<file path="src/rtl/uart8.sv">
// rtl/uart8.sv - 8N1 UART, 16x oversampled receiver and transmitter on one clock.
// Optional macro UART8_RX_SYNC_EN adds a two-flop synchronizer on rxIn.
module uart8 #(
  parameter int CLOCK_RATE = 12000000,
  parameter int BAUD_RATE  = 9600
) (
  input  logic       clk,
  input  logic       reset,
  input  logic       rxEn,
  input  logic       rxIn,
  output logic       rxBusy,
  output logic       rxDone,
  output logic       rxErr,
  output logic [7:0] rxOut,
  input  logic       txEn,
  input  logic       txStart,
  input  logic [7:0] txIn,
  output logic       txBusy,
  output logic       txDone,
  output logic       txOut
);

  localparam int RX_DIV = CLOCK_RATE / (BAUD_RATE * 16);
  localparam int TX_DIV = CLOCK_RATE / BAUD_RATE;
  localparam int RX_CW  = (RX_DIV > 1) ? $clog2(RX_DIV) : 1;
  localparam int TX_CW  = (TX_DIV > 1) ? $clog2(TX_DIV) : 1;

  typedef enum logic [2:0] {RX_IDLE, RX_START, RX_DATA, RX_STOP, RX_WAIT_IDLE} rx_state_t;
  typedef enum logic [1:0] {TX_IDLE, TX_START, TX_DATA, TX_STOP} tx_state_t;

  logic rx_line;

`ifdef UART8_RX_SYNC_EN
  logic [1:0] sync_q, sync_d;

  always_comb begin
    sync_d = {sync_q[0], rxIn};
  end

  always_ff @(posedge clk or posedge reset) begin
    if (reset) sync_q <= 2'b11;
    else       sync_q <= sync_d;
  end

  assign rx_line = sync_q[1];
`else
  assign rx_line = rxIn;
`endif

  rx_state_t        rx_state_q, rx_state_d;
  logic [RX_CW-1:0] rx_div_q, rx_div_d;
  logic [3:0]       rx_tick_q, rx_tick_d;
  logic [2:0]       rx_bit_q, rx_bit_d;
  logic [7:0]       rx_shift_q, rx_shift_d;
  logic [7:0]       rx_out_q, rx_out_d;
  logic             rx_busy_q, rx_busy_d;
  logic             rx_done_q, rx_done_d;
  logic             rx_err_q, rx_err_d;
  logic             rx_tick;

  assign rx_tick = (rx_div_q == RX_CW'(RX_DIV - 1));

  // Tick counter free-runs; it is re-phased to the falling edge of each start bit.
  always_comb begin
    rx_state_d = rx_state_q;
    rx_div_d   = rx_tick ? '0 : rx_div_q + RX_CW'(1);
    rx_tick_d  = rx_tick_q;
    rx_bit_d   = rx_bit_q;
    rx_shift_d = rx_shift_q;
    rx_out_d   = rx_out_q;
    rx_busy_d  = rx_busy_q;
    rx_done_d  = 1'b0;
    rx_err_d   = rx_err_q;
    if (!rxEn) begin
      rx_state_d = RX_IDLE;
      rx_busy_d  = 1'b0;
    end else begin
      case (rx_state_q)
        RX_IDLE: begin
          if (rx_line == 1'b0) begin
            rx_state_d = RX_START;
            rx_div_d   = '0;
            rx_tick_d  = '0;
          end
        end
        RX_START: begin
          if (rx_line != 1'b0) begin
            rx_state_d = RX_IDLE;
          end else if (rx_tick) begin
            if (rx_tick_q == 4'd7) begin
              rx_state_d = RX_DATA;
              rx_busy_d  = 1'b1;
              rx_err_d   = 1'b0;
              rx_tick_d  = '0;
              rx_bit_d   = '0;
            end else begin
              rx_tick_d = rx_tick_q + 4'd1;
            end
          end
        end
        RX_DATA: begin
          if (rx_tick) begin
            rx_tick_d = rx_tick_q + 4'd1;
            if (rx_tick_q == 4'd15) begin
              rx_shift_d = {rx_line, rx_shift_q[7:1]};
              rx_bit_d   = rx_bit_q + 3'd1;
              if (rx_bit_q == 3'd7) rx_state_d = RX_STOP;
            end
          end
        end
        RX_STOP: begin
          if (rx_tick) begin
            rx_tick_d = rx_tick_q + 4'd1;
            if (rx_tick_q == 4'd15) begin
              rx_busy_d = 1'b0;
              if (rx_line == 1'b1) begin
                rx_out_d   = rx_shift_q;
                rx_done_d  = 1'b1;
                rx_state_d = RX_IDLE;
              end else begin
                rx_err_d   = 1'b1;
                rx_state_d = RX_WAIT_IDLE;
              end
            end
          end
        end
        RX_WAIT_IDLE: begin
          if (rx_line == 1'b1) rx_state_d = RX_IDLE;
        end
        default: rx_state_d = RX_IDLE;
      endcase
    end
  end

  always_ff @(posedge clk or posedge reset) begin
    if (reset) begin
      rx_state_q <= RX_IDLE;
      rx_div_q   <= '0;
      rx_tick_q  <= '0;
      rx_bit_q   <= '0;
      rx_shift_q <= '0;
      rx_out_q   <= '0;
      rx_busy_q  <= 1'b0;
      rx_done_q  <= 1'b0;
      rx_err_q   <= 1'b0;
    end else begin
      rx_state_q <= rx_state_d;
      rx_div_q   <= rx_div_d;
      rx_tick_q  <= rx_tick_d;
      rx_bit_q   <= rx_bit_d;
      rx_shift_q <= rx_shift_d;
      rx_out_q   <= rx_out_d;
      rx_busy_q  <= rx_busy_d;
      rx_done_q  <= rx_done_d;
      rx_err_q   <= rx_err_d;
    end
  end

  assign rxBusy = rx_busy_q;
  assign rxDone = rx_done_q;
  assign rxErr  = rx_err_q;
  assign rxOut  = rx_out_q;

  tx_state_t        tx_state_q, tx_state_d;
  logic [TX_CW-1:0] tx_cnt_q, tx_cnt_d;
  logic [2:0]       tx_bit_q, tx_bit_d;
  logic [7:0]       tx_shift_q, tx_shift_d;
  logic             tx_busy_q, tx_busy_d;
  logic             tx_done_q, tx_done_d;
  logic             tx_out_q, tx_out_d;
  logic             tx_end;

  assign tx_end = (tx_cnt_q == TX_CW'(TX_DIV - 1));

  // txOut is registered, so each bit value is loaded on the edge that ends the previous bit.
  always_comb begin
    tx_state_d = tx_state_q;
    tx_cnt_d   = tx_end ? '0 : tx_cnt_q + TX_CW'(1);
    tx_bit_d   = tx_bit_q;
    tx_shift_d = tx_shift_q;
    tx_busy_d  = tx_busy_q;
    tx_done_d  = 1'b0;
    tx_out_d   = tx_out_q;
    if (!txEn) begin
      tx_state_d = TX_IDLE;
      tx_cnt_d   = '0;
      tx_busy_d  = 1'b0;
      tx_out_d   = 1'b1;
    end else begin
      case (tx_state_q)
        TX_IDLE: begin
          tx_cnt_d = '0;
          if (txStart) begin
            tx_shift_d = txIn;
            tx_busy_d  = 1'b1;
            tx_out_d   = 1'b0;
            tx_state_d = TX_START;
          end
        end
        TX_START: begin
          if (tx_end) begin
            tx_out_d   = tx_shift_q[0];
            tx_shift_d = {1'b0, tx_shift_q[7:1]};
            tx_bit_d   = '0;
            tx_state_d = TX_DATA;
          end
        end
        TX_DATA: begin
          if (tx_end) begin
            if (tx_bit_q == 3'd7) begin
              tx_out_d   = 1'b1;
              tx_state_d = TX_STOP;
            end else begin
              tx_out_d   = tx_shift_q[0];
              tx_shift_d = {1'b0, tx_shift_q[7:1]};
              tx_bit_d   = tx_bit_q + 3'd1;
            end
          end
        end
        TX_STOP: begin
          if (tx_end) begin
            tx_busy_d  = 1'b0;
            tx_done_d  = 1'b1;
            tx_state_d = TX_IDLE;
          end
        end
        default: tx_state_d = TX_IDLE;
      endcase
    end
  end

  always_ff @(posedge clk or posedge reset) begin
    if (reset) begin
      tx_state_q <= TX_IDLE;
      tx_cnt_q   <= '0;
      tx_bit_q   <= '0;
      tx_shift_q <= '0;
      tx_busy_q  <= 1'b0;
      tx_done_q  <= 1'b0;
      tx_out_q   <= 1'b1;
    end else begin
      tx_state_q <= tx_state_d;
      tx_cnt_q   <= tx_cnt_d;
      tx_bit_q   <= tx_bit_d;
      tx_shift_q <= tx_shift_d;
      tx_busy_q  <= tx_busy_d;
      tx_done_q  <= tx_done_d;
      tx_out_q   <= tx_out_d;
    end
  end

  assign txBusy = tx_busy_q;
  assign txDone = tx_done_q;
  assign txOut  = tx_out_q;

endmodule

</file>
<file path="config.mk">
export PLATFORM = sky130hd
export DESIGN_NAME = uart8
export DESIGN_NICKNAME = d
export VERILOG_FILES = /design/src/rtl/uart8.sv
export SDC_FILE = /design/constraint.sdc
export NUM_CORES = 1
export LEC_CHECK = 0
export ABC_CLOCK_PERIOD_IN_PS = 2150
export CELL_PAD_IN_SITES_DETAIL_PLACEMENT = 2
export CELL_PAD_IN_SITES_GLOBAL_PLACEMENT = 2
export CORE_ASPECT_RATIO = 0.9
export CORE_MARGIN = 4
export CORE_UTILIZATION = 34
export DETAILED_ROUTE_END_ITERATION = 7
export HOLD_SLACK_MARGIN = 0.15
export PLACE_DENSITY_LB_ADDON = 0.1
export SYNTH_ARGS = -nofsm -noshare
export SYNTH_HDL_FRONTEND = slang
export SYNTH_SLANG_ARGS = --single-unit
</file>
<file path="constraint.sdc">
create_clock -name clk -period 2.15 [get_ports clk]
set_clock_uncertainty 0.1 [all_clocks]
set_input_delay 0.43 -clock clk [delete_from_list [all_inputs] [get_ports clk]]
set_output_delay 0.43 -clock clk [all_outputs]
set_load 0.01 [all_outputs]
</file>
; Word level (Yosys, flattened, before mapping)
; Cells that the tools add are included.
[totals]
reg_bits = 63
output_inout_bits = 14
word_cells = 168
[op_classes]
add_sub_neg = 5
n_eq_ne = 47
muxes = 80
n_reduce_logical = 20
[op_table]
columns = op, count
row1 = 2-to-1 mux 3 bit, 20
row2 = "inequality test 3 bit, second input constant", 15
row3 = 2-to-1 mux 11 bit, 3
row4 = 2-to-1 mux 8 bit, 4
row5 = 2-to-1 mux 1 bit, 28
row6 = 2-to-1 mux 7 bit, 4
row7 = "inequality test 2 bit, second input constant", 13
row8 = case mux 8 bit (3 select lines), 1
row9 = 2-to-1 mux 4 bit, 5
row10 = AND reduction 6 bit, 3
row11 = case mux 3 bit (5 select lines), 1
row12 = AND reduction 5 bit, 3
row13 = 2-to-1 mux 2 bit, 6
row14 = case mux 3 bit (2 select lines), 2
row15 = case mux 4 bit (3 select lines), 1
row16 = "adder 11 x 1 -> 11 bit, second input constant", 1
row17 = "== test 11 bit, second input constant", 1
row18 = "== test 3 bit, second input constant", 3
row19 = AND reduction 9 bit, 1
row20 = "inequality test 4 bit, second input constant", 2
row21 = case mux 2 bit (4 select lines), 1
row22 = AND reduction 4 bit, 2
row23 = AND reduction 8 bit, 1
row24 = "adder 7 x 1 -> 7 bit, second input constant", 1
row25 = 21 further kinds, 30

; Depth between registers and ports, before layout
; Gate-level depths: netlist of run 1.
[logic_depth]
depth_word = 6
ltp_mapped = 9

; Worst setup path before layout of run 1
; Ideal clock, no wire load.
[synth_timing]
path_type = register to register
start = reg rx_div_q[1]
end = reg rx_out_q[0], in the netlist rxOut[0]
setup_ps = 125
arrival_time_ps = 1697
required_ps = 1925
path_slack_ps = 228
path_stages_with_launch = 9
path_buffers = 1
period_less_slack_ps = 1922
path_cell_list = dfrtp_1 inv_1 ha_1 nand4bb_4 nor2_1 and2_4 and3_1 buf_4 mux2_2
[synth_via]
elab_chain_cells = 2
[synth_rtl]
columns = element, line_no
row1 = "start, declared", 51  ; logic [RX_CW-1:0] rx_div_q, rx_div_d;
row2 = "start signal, assigned", 148  ; rx_div_q <= rx_div_d;
row3 = == test 7 bit, 61  ; assign rx_tick = (rx_div_q == RX_CW'(RX_DIV - 1));
row4 = AND reduction 5 bit (no line), -
row5 = "end signal, assigned", 152  ; rx_out_q <= rx_out_d;
row6 = "end, declared", 55  ; logic [7:0] rx_out_q, rx_out_d;
; No other way between the ends.
; A chain may end at the register's enable or synchronous reset.

; Worst setup path after layout of run 1
[layout_timing]
start = reg rx_div_q[1]
end = reg rx_out_q[7], in the netlist rxOut[7]
; Same word-level chain as after synthesis.

==> results of run 1 <==
## metal layers
layer,vias up,global-route usage,part of all wire
met3,7,0.0392,0.033
met1,1209,0.200,0.46
li1,1151,-,-
met2,30,0.243,0.49
met5,-,0,0
met4,0,0.0455,0.013
## synthesized netlist by cell type (3+ instances only)
library cell	count
nand3_1	15
clkbuf_1	5
mux2_2	17
dfrtp_1	62
inv_1	8
o21ai_0	12
nand2b_1	7
ha_1	14
xor2_1	9
buf_2	3
o211ai_1	3
nor2b_1	5
xnor2_1	5
nand2_1	26
and3_1	5
mux2i_1	8
a31oi_1	3
nand4_1	5
a21oi_1	7
nand3b_1	5
nor2_1	35
## final cells by class
cell class,instances,area [um^2],area share
Sequential cell,63,1580,0.400
Clock buffer,12,155,0.0394
Tap cell,122,153,0.0387
Timing Repair Buffer,47,445,0.113
Inverter,8,30.0,0.00762
Clock inverter,3,42.5,0.0108
Multi-Input combinational cell,218,1540,0.390
## worst paths after layout
check                       startpoint           to  slack (ns)  cells past startpoint
setup reg to reg           rx_div_q[1]     rxOut[7]        0.11                      8
min in group clk           rx_bit_q[2]  rx_bit_q[2]        0.40                      2
hold / removal                   reset  tx_cnt_q[2]        0.39                      3
setup / recovery           rx_div_q[1]     rxOut[7]        0.11                      8
max in group asynchronous        reset        txOut        1.26                      3
hold reg to reg            rx_bit_q[2]  rx_bit_q[2]        0.40                      2
## stage by stage
| step | hold slack [ns] | TNS [ns] | area [um^2] | setup WS, ns |
|---|---|---|---|---|
| floorplan | 0.354 | 0 | 3190 | 0.0519 |
| global placement | 0.368 | -0.586 | 3720 | -0.0560 |
| detailed placement | 0.389 | -2.15 | 3720 | -0.138 |
| CTS | 0.401 | 0 | 3920 | 0.0513 |
| global route | 0.422 | 0 | 3940 | 0.000544 |
| finish | 0.393 | 0 | 3940 | 0.110 |
## power by group
| part | internal (mW) | switching [mW] | leakage, nW |
|---|---|---|---|
| Sequential | 1.35 | 0.129 | 0.826 |
| Combinational | 0.497 | 0.587 | 0.806 |
| Clock | 0.591 | 0.446 | 0.0985 |
## flip-flops by register name (all words and copies together) (netlist names), 2 cells and up
signal / cells
rxOut: 8
rx_state_q: 3
rx_div_q: 7
rx_shift_q: 8
tx_state_q: 2
tx_bit_q: 3
rx_bit_q: 3
tx_cnt_q: 11
rx_tick_q: 4
tx_shift_q: 8
## what timing repair did
action	4_1_cts	5_1_grt
setup endpoints to repair	0	28
gates resized for setup	0	5
hold endpoints to repair	0	0
setup buffers	0	0
## critical path, stage by stage (launching register included)
cell and delay (ns):
dfrtp_1 0.42, inv_1 0.07, ha_1 0.18, nand4bb_4 0.15, nor2_2 0.15, and2_4 0.20, and3_4 0.20, buf_12 0.12
mux2_2 0.33
## cell families (layout without fill, tap and decap cells)
| group | after synthesis | after routing |
|---|---|---|
| AO/OA/AOI/OAI | 47 | 47 |
| XOR/XNOR | 14 | 14 |
| adder cells (fa/ha/maj) | 14 | 14 |
| buffers and inverters | 19 | 70 |
| flip-flops | 63 | 63 |
| multiplexers | 25 | 25 |
| AND/OR/NAND/NOR | 118 | 118 |
==> metrics.cfg, run 1 <==
[status]
status=finished, final reports clean

[global_route]
grt_max_degree=64
grt_overflow=0
grt_pass1_vias=2652
antenna_found_initial=0
grt_usage=0.151
grt_pass1_wl_um=13100

[final_layout]
layout.nets=375
num-fill-cells=986
mostFrequentLayoutCell=dfrtp_1
antenna_cells=0
fin_cells=473
drive_gt1_frac=0.194
fin_util=0.432
layout_common_cells=dfrtp_1 (62), nor2_1 (34), clkdlybuf4s50_1 (27)
syn_to_final_growth_pct=23.4

[run]
maxCapViolations=0

[setup_path]
crit_arrival_ns=2.16
critPathRequiredTime_ns=2.27
criticalPathCategory=register to register
critPathLaunchType=register
crit_path_end_kind=register
crit_fanout=9

[clock_tree]
cts_tree=yes
cts_hold_buffers=0
clock_path_buffers=2
numCtsBuffers=9
cts_sinks=63
cts_root_buffer=clkbuf_8
clk_latency_ns=0.33
cts.clk_slew.worst_paths_ns=0.07
htree_levels=3

[synth]
synthArstFlopShare=1.00
synth_nets=328
synth_top_cell_by_area=dfrtp_1
synth_top_family_by_area=simple AND/OR/NAND/NOR gates
synthAdderAreaFrac=0.0548
synth-xor-area-share=0.0384
netlist_instances=300
avgSynthCellArea_um2=10.6
syn_area_um2=3190
yosysWarnings=0
ys_types=55
muxShareOfSynthArea=0.0850
synth_compound_area_frac=0.103
synthSimpleGateAreaFrac=0.193
synth_top_area_frac=0.486
ys_ff_latch=63
yosys-top-cells-area=dfrtp_1 (49%), mux2_2 (6.0%), ha_1 (5.5%)
synth_edf_count=0
synth-seq-area-share=0.494
synth_ff_type=dfrtp_1

[timing]
setup_viol=0
post-route-period-util=0.949
finalMaxSlewViolations=0
tightest_slew_ns=0.524
rsz0062_at_grt=true
fmax_mhz=490
hold_viol_final=0
period_minus_slack_ns=2.04
slew_headroom=0.649

[place]
place_inst=458
gp_congestion=0.754
portBuffers=27
dp_hpwl_um=5270

[route]
drc=0
viasPerCell=5.07
routedWlPerCell_um=15.8
vias=2397
dr.pass1.iters=4
finalWirelength_um=7470
drt_iter0_markers=69
final_antenna_net_count=0

[pwr]
finalPower_mw=3.60
max-vdd-ir-drop_uv=605
powerDensity_nw_per_um2=913
p_leak_nw=1.73

[die]
die_w_um=110
row_count=33
die_h_um=100
ioPinCount=28
initial_core_util=0.350
coreArea_um2=9130
die_area_um2=11000

[hold_path]
hp-class=input pin to async pin

(Power assumes the default switching activity.)
==> inputs of run 2 (changes only) <==
Settings changed: CAP_MARGIN set to 20.
==> results of run 2 <==
The final DEF is identical to that of run 1; final timing and power are the same.
==> inputs of run 3 (changes only) <==
Settings changed: ABC_AREA set to 1, CORE_UTILIZATION 34 to 32.
==> metrics.cfg, run 3 <==
[setup_path]
critical_path_buf_inv_count=1  ; -1
critPathRequiredTime_ns=1.62  ; -0.65 ns
crit_fanout=2  ; -7
crit_path_end_kind=output pin
critPathMaxStageDelay_ns=0.53  ; +0.11 ns
crit_arrival_ns=1.38  ; -0.78 ns
crit_path_cell_trace=clkdlybuf4s50_1
critPathLaunchType=register
slowest_stage=dfstp_2
critical-path-top-delay-family=flip-flops
criticalPathCategory=register to output pin

[synth]
synth-xor-area-share=0.0124  ; -0.0260
synth_top_family_by_area=simple AND/OR/NAND/NOR gates
synth_ff_type=dfrtp_1
yosys-top-cells-count=nand2_1 (121), dfrtp_1 (62), inv_1 (44)
ys_types=31  ; -44%
syn_area_um2=3540  ; +11%
avgSynthCellArea_um2=8.36  ; -21%
synthArstFlopShare=1.00  ; unchanged
synthAdderAreaFrac=0.0495  ; -0.00531
netlist_instances=423  ; +41%
synth-seq-area-share=0.446  ; -0.0479
ys_ff_latch=63  ; unchanged
synthSimpleGateAreaFrac=0.310  ; +0.116
yosysWarnings=0  ; unchanged
synth_compound_area_frac=0.0969  ; -0.00570
synth_top_area_frac=0.439  ; -0.0471
synth_top_cell_by_area=dfrtp_1
synth_nets=451  ; +38%
synth_edf_count=0  ; unchanged
yosys-top-cells-area=dfrtp_1 (44%), nand2_1 (13%), o21ai_2 (5.9%)
synth.most_common_cell=nand2_1
muxShareOfSynthArea=0.0198  ; -0.0652

[timing]
rsz0062_at_grt=false
period_minus_slack_ns=1.91  ; -0.129 ns
post-route-period-util=0.889  ; -0.0600
setup_viol=0  ; unchanged
slew_headroom=0.677  ; +0.0278
tightest_slew_ns=0.482  ; -0.0427 ns
fin_tns_setup_ns=0  ; unchanged
fmax_mhz=523  ; +6.7%
finalMaxSlewViolations=0  ; unchanged
hold_viol_final=0  ; unchanged

[final_layout]
syn_to_final_growth_pct=21.5
antenna_cells=0  ; unchanged
fin_util=0.398  ; -0.0344
mostFrequentLayoutCell=nand2_1
regMostFlops=tx_cnt_q
largest_reg_flops=11  ; unchanged
layout.nets=491  ; +31%
num-fill-cells=1251  ; +27%
layout_common_cells=nand2_1 (121), dfrtp_1 (62), inv_1 (43)
drive_gt1_frac=0.182  ; -0.0117

[global_route]
grt_max_degree=28  ; -56%
grt_pass1_wl_um=16400  ; +25%
grt_pass1_vias=3387  ; +28%
grt_overflow=0  ; unchanged
antenna_found_initial=0  ; unchanged
grt_usage=0.161  ; +0.0101

[die]
coreArea_um2=10800  ; +18%
die_area_um2=12800  ; +16%
initial_core_util=0.327  ; -0.0229
ioPinCount=28  ; unchanged
die_h_um=108  ; +7.8%
row_count=36  ; +9.1%
die_w_um=119  ; +7.9%

[clock_tree]
cts_tree=yes
cts_resized=0  ; unchanged
clock_path_buffers=2  ; unchanged
cts_hold_buffers=0  ; unchanged
cts_root_buffer=clkbuf_16
cts_sinks=63  ; unchanged
htree_levels=3  ; unchanged
cts_setup_buffers=0  ; unchanged
cts.clk_slew.worst_paths_ns=0.05  ; -0.02 ns
numCtsBuffers=9  ; unchanged
clk_latency_ns=0.33  ; about the same

[route]
dr.pass1.iters=4  ; unchanged
vias=2937  ; +23%
drt_iter0_markers=94  ; +36%
finalWirelength_um=9380  ; +25%
viasPerCell=4.90  ; -3.4%
drc=0  ; unchanged
final_antenna_net_count=0  ; unchanged
routedWlPerCell_um=15.6  ; -1.1%

[pwr]
finalPower_mw=4.72  ; +31%
p_leak_nw=2.06  ; +19%
powerDensity_nw_per_um2=1100  ; +20%
max-vdd-ir-drop_uv=327  ; -46%

[place]
dp_hpwl_um=7110  ; +35%
portBuffers=27  ; unchanged
gp_congestion=0.856  ; +14%

[status]
status=finished, final reports clean

[hold_path]
hp-class=input pin to async pin

[run]
maxCapViolations=0  ; unchanged

-- run 3: cell types whose count changed in the layout (fill, tap and decap cells not counted), sizes merged, moves of 7 or more --
cell / previous run / this run
buf: 20 / 7
inv: 8 / 48
mux2: 17 / 0
nand2: 26 / 133
nand2b: 7 / 0
nand3: 15 / 28
nor2: 37 / 54
o21ai: 13 / 35
-- run 3: path summary, 6_finish.rpt --
check / start / slack [ns] / to / cells after the start
worst max-delay path: txOut / 0.24 / txOut / 1
worst min-delay path: reset / 0.33 / tx_shift_q[4] / 2
worst max register to register: tx_bit_q[0] / 0.28 / tx_shift_q[2] / 8
worst min register to register: txOut / 0.36 / txOut / 2
max in group asynchronous: reset / 1.12 / rx_shift_q[6] / 3
min in group clk: txOut / 0.36 / txOut / 2
-- run 3: cell families (layout without fill, tap and decap cells) --
group                      after synthesis  count (layout)
buffers and inverters                   53              97
and+or+nand+nor                        232             232
adders and majority gates               14              14
DFF                                     63              63
muxes                                    7               7
AOI/OAI and AO/OA                       49              49
xor gates and xnor gates                 5               5
-- run 3: cell type report --
type	count	area [um^2]	area share
inverter	48	180	0.0419
tap	133	166	0.0387
timing repair buffer	34	348	0.0809
multi-input combinational	307	1730	0.402
clock inverter	3	42.5	0.00990
sequential	63	1580	0.367
clock buffer	12	256	0.0597
-- run 3: metrics by stage --
| step | instance area [um^2] | instances | hold slack [ns] | setup WS [ns] |
|---|---|---|---|---|
| 6_report | 4300 | 600 | 0.325 | 0.239 |
| 5_1_grt | 4300 | 600 | 0.356 | 0.0710 |
| 4_1_cts | 4300 | 600 | 0.332 | 0.218 |
| 3_5_place_dp | 4000 | 585 | 0.357 | 0.126 |
| 3_3_place_gp | 4000 | 585 | 0.348 | 0.183 |
| 2_1_floorplan | 3540 | 423 | 0.353 | 0.0519 |
-- run 3: power by group --
| part | switching [mW] | internal [mW] |
|---|---|---|
| Sequential | 0.185 | 1.40 |
| Combinational | 1.06 | 0.617 |
| Clock | 0.513 | 0.951 |
-- run 3: metal layers --
layer / share of wire / vias up / global-route usage
met5: 0 / - / 0
met4: 0.013 / 0 / 0.0430
met3: 0.028 / 9 / 0.0426
met2: 0.53 / 29 / 0.301
met1: 0.43 / 1469 / 0.181
li1: - / 1430 / -
